### config.mk
export PLATFORM = sky130hd
export DESIGN_NAME = fetch_ctrl
export DESIGN_NICKNAME = d
export VERILOG_FILES = /design/src/rtl/fetch_ctrl.sv
export SDC_FILE = /design/constraint.sdc
export NUM_CORES = 1
export LEC_CHECK = 0
export ABC_AREA = 0
export CORE_AREA = 2 2 147 149
export CTS_BUF_LIST = sky130_fd_sc_hd__clkbuf_8
export DETAILED_ROUTE_END_ITERATION = 10
export DIE_AREA = 0 0 149 151
export SYNTH_ARGS = -nofsm -noshare
export SYNTH_HDL_FRONTEND = slang
export SYNTH_SLANG_ARGS = --single-unit
### constraint.sdc
create_clock -name clk -period 5.3 [get_ports clk]
set_input_delay 0.53 -clock clk [delete_from_list [all_inputs] [get_ports clk]]
set_output_delay 0.53 -clock clk [all_outputs]
set_load 0.1 [all_outputs]
### src/rtl/fetch_ctrl.sv
// Instruction-fetch controller: single outstanding imem read, small FIFO to decode, redirect flush.
// Define FETCH_PERF_EN to add the perf_stall_cnt port (decode-starved cycle counter).
module fetch_ctrl #(
  parameter int DEPTH = 2,
  parameter int AW    = 32,
  parameter int DW    = 32
) (
  input  logic          clk,
  input  logic          reset,
  input  logic [AW-1:0] pc,
  output logic [AW-1:0] pc_next,
  output logic          pc_write,
  output logic          imem_req,
  output logic [AW-1:0] imem_addr,
  input  logic          imem_ack,
  input  logic [DW-1:0] imem_rdata,
  input  logic          redirect_valid,
  input  logic [AW-1:0] redirect_target,
  output logic          inst_valid,
  input  logic          inst_ready,
  output logic [DW-1:0] inst_data,
  output logic [AW-1:0] inst_pc
`ifdef FETCH_PERF_EN
  ,
  output logic [31:0]   perf_stall_cnt
`endif
);

  localparam int PW = (DEPTH > 1) ? $clog2(DEPTH) : 1;
  localparam int CW = $clog2(DEPTH) + 1;

  typedef enum logic [1:0] {
    IDLE,
    REQ,
    DRAIN
  } state_t;

  state_t state_q;
  state_t state_d;

  logic [DW-1:0] mem_data [DEPTH];
  logic [AW-1:0] mem_pc   [DEPTH];
  logic [PW-1:0] wptr;
  logic [PW-1:0] rptr;
  logic [CW-1:0] count;

  logic          req_d;
  logic [AW-1:0] addr_d;
  logic          push;
  logic          pop;
  logic          flush;
  logic          pcw_raw;
  logic [AW-1:0] pcn_raw;

  assign inst_valid = (count != '0);
  assign inst_data  = mem_data[rptr];
  assign inst_pc    = mem_pc[rptr];
  assign pop        = inst_valid & inst_ready & ~flush;

  // PC load is combinational so the PC register holds the new value
  // in the cycle after ack, when IDLE samples it for the next request.
  assign pc_write = pcw_raw & ~reset;
  assign pc_next  = reset ? '0 : pcn_raw;

  always_comb begin
    state_d = state_q;
    req_d   = imem_req;
    addr_d  = imem_addr;
    pcw_raw = 1'b0;
    pcn_raw = '0;
    push    = 1'b0;
    flush   = 1'b0;
    unique case (state_q)
      IDLE: begin
        if (redirect_valid) begin
          flush   = 1'b1;
          pcw_raw = 1'b1;
          pcn_raw = redirect_target;
        end else if (count < CW'(DEPTH)) begin
          addr_d  = pc;
          req_d   = 1'b1;
          state_d = REQ;
        end
      end
      REQ: begin
        if (redirect_valid) begin
          flush   = 1'b1;
          pcw_raw = 1'b1;
          pcn_raw = redirect_target;
          if (imem_ack) begin
            req_d   = 1'b0;
            state_d = IDLE;
          end else begin
            state_d = DRAIN;
          end
        end else if (imem_ack) begin
          push    = 1'b1;
          pcw_raw = 1'b1;
          pcn_raw = imem_addr + AW'(4);
          req_d   = 1'b0;
          state_d = IDLE;
        end
      end
      DRAIN: begin
        if (redirect_valid) begin
          flush   = 1'b1;
          pcw_raw = 1'b1;
          pcn_raw = redirect_target;
        end
        if (imem_ack) begin
          req_d   = 1'b0;
          state_d = IDLE;
        end
      end
      default: begin
        req_d   = 1'b0;
        state_d = IDLE;
      end
    endcase
  end

  always_ff @(posedge clk or posedge reset) begin
    if (reset) begin
      state_q   <= IDLE;
      imem_req  <= 1'b0;
      imem_addr <= '0;
    end else begin
      state_q   <= state_d;
      imem_req  <= req_d;
      imem_addr <= addr_d;
    end
  end

  always_ff @(posedge clk) begin
    if (push) begin
      mem_data[wptr] <= imem_rdata;
      mem_pc[wptr]   <= imem_addr;
    end
  end

  // Flush wins over push/pop; push into a full FIFO only happens with a pop.
  always_ff @(posedge clk or posedge reset) begin
    if (reset) begin
      wptr  <= '0;
      rptr  <= '0;
      count <= '0;
    end else if (flush) begin
      wptr  <= '0;
      rptr  <= '0;
      count <= '0;
    end else begin
      if (push) wptr <= wptr + PW'(1);
      if (pop)  rptr <= rptr + PW'(1);
      unique case ({push, pop})
        2'b10:   count <= count + CW'(1);
        2'b01:   count <= count - CW'(1);
        default: count <= count;
      endcase
    end
  end

`ifdef FETCH_PERF_EN
  always_ff @(posedge clk or posedge reset) begin
    if (reset) begin
      perf_stall_cnt <= '0;
    end else if (!inst_valid && inst_ready && (perf_stall_cnt != '1)) begin
      perf_stall_cnt <= perf_stall_cnt + 32'd1;
    end
  end
`endif

endmodule

==> impl_metrics.toml, run 1 <==
[min_path]
hold_class = "reg2reg"

[power_and_ir_drop]
vdd_drop_max_mv = 0.490
powerDensity_mw_per_mm2 = 592
leakage_nw = 3.50

[timing]
tightest_slew_ps = 1040
relSlewSlack_pct = 30.2
finalSetupTns_ps = 0
worst_slack_ps = 1340
fin_crit_ps = 3960
fmax_mhz = 252
skew_ps = 11.3
setup_viol = 0
finalHoldViolCount = 0
rsz0062_at_grt = "no"
layout_worst_path_cycle_share_pct = 74.7
slew_viol_final = 0

[die]
die_x_um = 149
die-area_mm2 = 0.0225
io_pins = 232
core_area_mm2 = 0.0208
die_h_um = 151
rows = 53
initial_core_util_pct = 34.7

[synthesis]
syn-cell-area_mm2 = 0.00723
synth_edf_count = 128
synth.yosys.seq_area_share_pct = 66.7
synth.area.mux_share_pct = 14.6
ys_warn_count = 0
async_flop_share_pct = 23.4
synth_compound_area_share_pct = 3.88
synth-seq-cells = 167
synth.distinct_cells = 47
synth_simple_gate_area_share_pct = 8.48
syn_inst = 487
synth_flop_cell = "edfxtp_1"
syn-num-nets = 593
synthXorXnorAreaFrac_pct = 3.64
synth_top_family_by_area = "multiplexers"
syn_area_per_cell_um2 = 14.8
synth_fa_ha_area_share_pct = 0.866

[finish]
insertedDiodeCount = 0
stdcell_count = 1009
finalNetCount = 828
fill_cells = 1825
drive_gt1_share_pct = 24.0
syn2layout_area_growth_pct = 40.3
final_core_util_pct = 48.7

[worst_setup_path]
critPathTopFamily = "buffers and inverters"
crit_fanout = 19
cp_slowest_cell = "clkdlybuf4s50_1"
required_ps = 4770
arrival_ps = 3430
path_class = "in2out"
crit_buf_inv = 2
slowest_delay_ps = 1150
crit_path_end_kind = "primary output"
cp-start-kind = "input port"
crit_chain = "clkdlybuf4s50_1 > nor2b_1 > nand2_2 > o21ai_0 > nor2b_1 > clkdlybuf4s50_1"

[detailed_routing]
wl_mm = 18.9
vias = 4837
ant_nets = 0
drc = 0
wl_per_cell_um = 18.7
dr.first_iter.drc_count = 225
viasPerCell = 4.79
first_pass_iters = 8

[clock_tree]
insertion_delay_ps = 440
clk_path_buf_depth = 2
h-tree-depth = 4
hold_buffers = 0
cts_resized = 0
cts_root_buffer = "clkbuf_8"
cts_setup_buffers = 0
cts_buffers = 17
path_clk_slew_ps = 100
tritoncts = "built"
cts.sinks = 167

[outcome]
status = "completed"

[job]
cap_violations = 0

[global_routing]
antenna_found_initial = 0
grt_pass1_vias = 5000
grt_pass1_wl_mm = 28.5
grt_util_all_layers_pct = 16.9
grt_max_degree = 66
overflow = 0

[placement]
gp_congestion = 0.767
place_ws_ps = 1340
hpwlAfterDp_mm = 13.3
port_buffers = 231
dp.cells = 978
==> synth_stat cells (all sizes together), types with 2 or more instances <==
cell	number	area, um^2
a21oi	5	25.0
a22oi	8	60.1
and3	2	12.5
buf	14	81.3
clkbuf	5	18.8
dfrtp	39	976
edfxtp	128	3840
ha	5	62.6
inv	8	30.0
mux2	93	1050
nand2	43	166
nand2b	2	12.5
nand3	13	77.6
nand4	11	75.1
nor2	25	98.8
nor2b	3	18.8
nor3	8	61.3
nor4	3	40.0
o21ai	29	160
o22ai	2	12.5
or2	2	12.5
xnor2	8	70.1
xor2	22	193
==> layout by cell type (no fill, tap or decap), drive strengths merged, types with 2 or more instances in the layout <==
cell | Yosys | layout
nand2b | 2 | 2
xor2 | 22 | 22
nand4 | 11 | 11
nor2b | 3 | 3
nor2 | 25 | 25
a22oi | 8 | 8
edfxtp | 128 | 128
nand2 | 43 | 43
nor3 | 8 | 8
nor4 | 3 | 3
clkdlybuf4s50 | 0 | 201
a21oi | 5 | 5
inv | 8 | 14
clkinvlp | 0 | 6
ha | 5 | 5
and3 | 2 | 2
o22ai | 2 | 2
dfrtp | 39 | 39
or2 | 2 | 2
clkinv | 0 | 2
xnor2 | 8 | 8
o21ai | 29 | 29
mux2 | 93 | 93
buf | 14 | 34
clkbuf | 5 | 17
nand3 | 13 | 13
==> cell type report <==
type / instances / area [um^2] / area share (%)
well taps: 275 / 344 / 3.40
multi-input cells: 293 / 2290 / 22.6
repair buffers: 235 / 2270 / 22.4
clock buffers: 17 / 234 / 2.31
inverters: 8 / 30.0 / 0.296
clock inverters: 14 / 143 / 1.41
flip-flops and latches: 167 / 4820 / 47.6
==> report_power, final <==
group	total, mW	internal [mW]	switching, mW
clock network	0.857	0.345	0.512
registers	2.04	1.72	0.322
logic	3.10	0.755	2.35
total	5.99	2.82	3.18
==> worst reg2reg max path, stage by stage (launching register included) <==
cell and delay (ps):
dfrtp_1 420, inv_1 120, ha_1 230, nor2b_1 300
nand2_2 200, nor2_4 550, buf_4 460
==> state kept, by name, summed over array words and instances (netlist names) <==
register / flops
mem_data: 64
mem_pc: 64
imem_addr: 32
count: 2
state_q: 2
imem_req: 1
rptr: 1
wptr: 1
==> per-stage QoR <==
stage	hold slack (ps)	instance area [um^2]	total power, mW
2_1_floorplan	473	7230	4.36
3_3_place_gp	493	9760	5.16
3_5_place_dp	501	9760	5.19
4_1_cts	513	10100	6.06
5_1_grt	537	10100	6.24
6_report	500	10100	5.99
==> per-layer routing <==
layer	part of all wire (%)	vias up	global-route usage [%]
li1	-	2285	-
met3	6.5	10	4.22
met4	0.67	0	3.81
met5	0	-	0
met1	43	2377	21.7
met2	50	165	28.9
==> cells by family (layout without fill, tap and decap cells) <==
logic type	count (synthesis)	count (layout)
adder cells (fa/ha/maj)	5	5
flip-flops	167	167
multiplexers	94	94
AND/OR/NAND/NOR	117	117
XOR/XNOR	30	30
buffers and inverters	27	274
AO/OA/AOI/OAI	47	47
==> worst paths after layout <==
check | cells after the start | slack (ps) | from | end
worst min register to register | 0 | 500 | imem_addr[30] | mem_pc[0][30]
max in group asynchronous | 2 | 3950 | reset | rptr
worst max register to register | 6 | 2670 | state_q[1] | mem_pc[0][31]
min in group asynchronous | 2 | 670 | reset | imem_req
worst min-delay path | 0 | 500 | imem_addr[30] | mem_pc[0][30]
worst max-delay path | 6 | 1340 | redirect_valid | pc_next[7]
(Power assumes the default switching activity.)
==> run 2: changes to the inputs <==
Clock period 5.3 ns to 4.1 ns, I/O delays scaled along.
==> run 2 against run 1 <==
First-iteration DRC count decreased by 16%. Non-clock buffer count up 2. Clock-buffer cell count unchanged. Sequential cell count unchanged. Final cell count increased by 0.20%. Register-to-register slack got worse by 1100 ps. Combinational power increased by 33%. Final area increased by 2.1%. Sequential power increased by 29%. Via count grew 0.70%. Total power increased by 31%. Critical path type is now reg2out. Largest power group unchanged.
==> impl_metrics.toml, run 2 (same netlist as run 1, synthesis figures left out) <==
[timing]
setup_viol = 0
tightest_slew_ps = 1040
skew_ps = 14.8
finalHoldViolCount = 0
rsz0062_at_grt = "no"
slew_viol_final = 0
fin_crit_ps = 3490
finalSetupTns_ps = 0
relSlewSlack_pct = 30.5
fmax_mhz = 287
layout_worst_path_cycle_share_pct = 85.0

[power_and_ir_drop]
power.internal_mw = 3.72
leakage_nw = 3.62
power_frac_comb_pct = 52.5
clock_power_share_pct = 14.1
swShare_pct = 52.7
p_seq_share_pct = 33.4
power_mw = 7.87
powerDensity_mw_per_mm2 = 760
vdd_drop_max_mv = 0.436
p_sw_mw = 4.15

[job]
cap_violations = 0

[finish]
reg_top3 = "mem_data x64, mem_pc x64, imem_addr x32"
drive_gt1_share_pct = 29.1
insertedDiodeCount = 0
final_common_cell = "clkdlybuf4s50_1"
final_cell_mix = "clkdlybuf4s50_1 (166), edfxtp_1 (128), mux2_2 (89)"
syn2layout_area_growth_pct = 43.3
finalNetCount = 830

[die]
initial_core_util_pct = 34.7
die-area_mm2 = 0.0225
io_pins = 232
core_area_mm2 = 0.0208
rows = 53
die_x_um = 149
die_h_um = 151

[clock_tree]
cts.sinks = 167
insertion_delay_ps = 450
clk_path_buf_depth = 2
cts_buffers = 17
tritoncts = "built"
cts_root_buffer = "clkbuf_8"
cts_setup_buffers = 0
path_clk_slew_ps = 100
h-tree-depth = 4

[detailed_routing]
dr.first_iter.drc_count = 190
first_pass_iters = 6
ant_nets = 0
wl_per_cell_um = 19.1
viasPerCell = 4.82
vias = 4871
drc = 0
wl_mm = 19.3

[worst_setup_path]
arrival_ps = 3080
slowest_delay_ps = 610
cp_slowest_cell = "or2_2"
critPathTopFamily = "simple AND/OR/NAND/NOR gates"
crit_buf_inv = 2
required_ps = 3690
crit_path_end_kind = "primary output"
crit_chain = "inv_1 > ha_1 > nor3_1 > or3_1 > or2_2 > o21ai_1 > buf_12"
path_class = "reg2out"
crit_fanout = 22
cp-start-kind = "register"

[min_path]
hold_class = "in2reg"

[placement]
port_buffers = 231
gp_congestion = 0.816
hpwlAfterDp_mm = 13.6

[outcome]
status = "completed"

[global_routing]
antenna_found_initial = 0
grt_pass1_wl_mm = 28.9
grt_pass1_vias = 5002
grt_max_degree = 65
grt_util_all_layers_pct = 17.3
overflow = 0
## run 2: cell count changes in the layout (fill, tap and decap cells not counted)
cell and change:
or2_2 +1, buf_4 +13, clkdlybuf4s50_1 -35, clkinv_8 -2
inv_8 +2, buf_12 +24, or2_1 -1
## run 2: power groups by stage
stage / Sequential (mW) / Combinational (mW) / Clock [mW]
after global placement: 2.65 / 4.15 / 0
final: 2.63 / 4.13 / 1.11
after global routing: 2.69 / 4.27 / 1.21
after CTS: 2.64 / 4.17 / 1.14
after detailed placement: 2.68 / 4.16 / 0
after floorplan: 3.75 / 1.88 / 0
## run 2: layer usage
metal  up-vias  track usage (%)  wire (um)
met5         -                0          0
met4         0             4.71        212
met3        11             5.15       1200
met2       155             28.3       9360
met1      2426             22.4       8570
li1       2279                -          -
## run 2: path summary, 6_finish.rpt
| check | startpoint | slack, ps | cells after the start | endpoint |
|---|---|---|---|---|
| worst max-delay path | state_q[1] | 610 | 7 | pc_next[20] |
| max in group asynchronous | reset | 2820 | 2 | rptr |
| worst max register to register | state_q[1] | 1570 | 6 | mem_pc[0][15] |
| worst min register to register | imem_addr[30] | 540 | 0 | mem_pc[1][30] |
| worst min-delay path | pc[14] | 540 | 3 | imem_addr[14] |
| min in group asynchronous | reset | 580 | 2 | state_q[1] |
## run 2: repair_timing
item	4_1_cts	5_1_grt
setup endpoints to repair	0	11
hold buffers	0	0
resized for setup	0	1
hold endpoints to repair	0	0
## run 2: cell type report
class	count	area, um^2
Inverter	8	30.0
Tap cell	275	344
Clock buffer	17	234
Fill cell	1861	10500
Multi-Input combinational cell	293	2290
Clock inverter	14	133
Timing Repair Buffer	237	2490
Sequential cell	167	4820
## run 2: worst min-delay path, delay by kind of cell
family,cells,cell delay [ps]
AO/OA/AOI/OAI,1,60
buffers and inverters,1,410
AND/OR/NAND/NOR,1,50
## run 2: metrics by stage
| step | setup slack [ps] | instance area [um^2] | cells | hold slack (ps) | utilization [%] |
|---|---|---|---|---|---|
| floorplan | 172 | 7230 | 487 | 492 | - |
| global placement | 913 | 9990 | 980 | 491 | 48.0 |
| detailed placement | 734 | 9990 | 980 | 515 | 48.0 |
| CTS | 210 | 10400 | 1011 | 496 | 49.7 |
| global route | 366 | 10400 | 1011 | 494 | 49.7 |
| finish | 615 | 10400 | 1011 | 536 | 49.7 |
==> run 3: changes to the inputs <==
Settings changed: CTS_CLUSTER_SIZE set to 16, TNS_END_PERCENT set to 100.
==> results of run 3 <==
The final DEF is identical to that of run 2; final timing and power are the same.
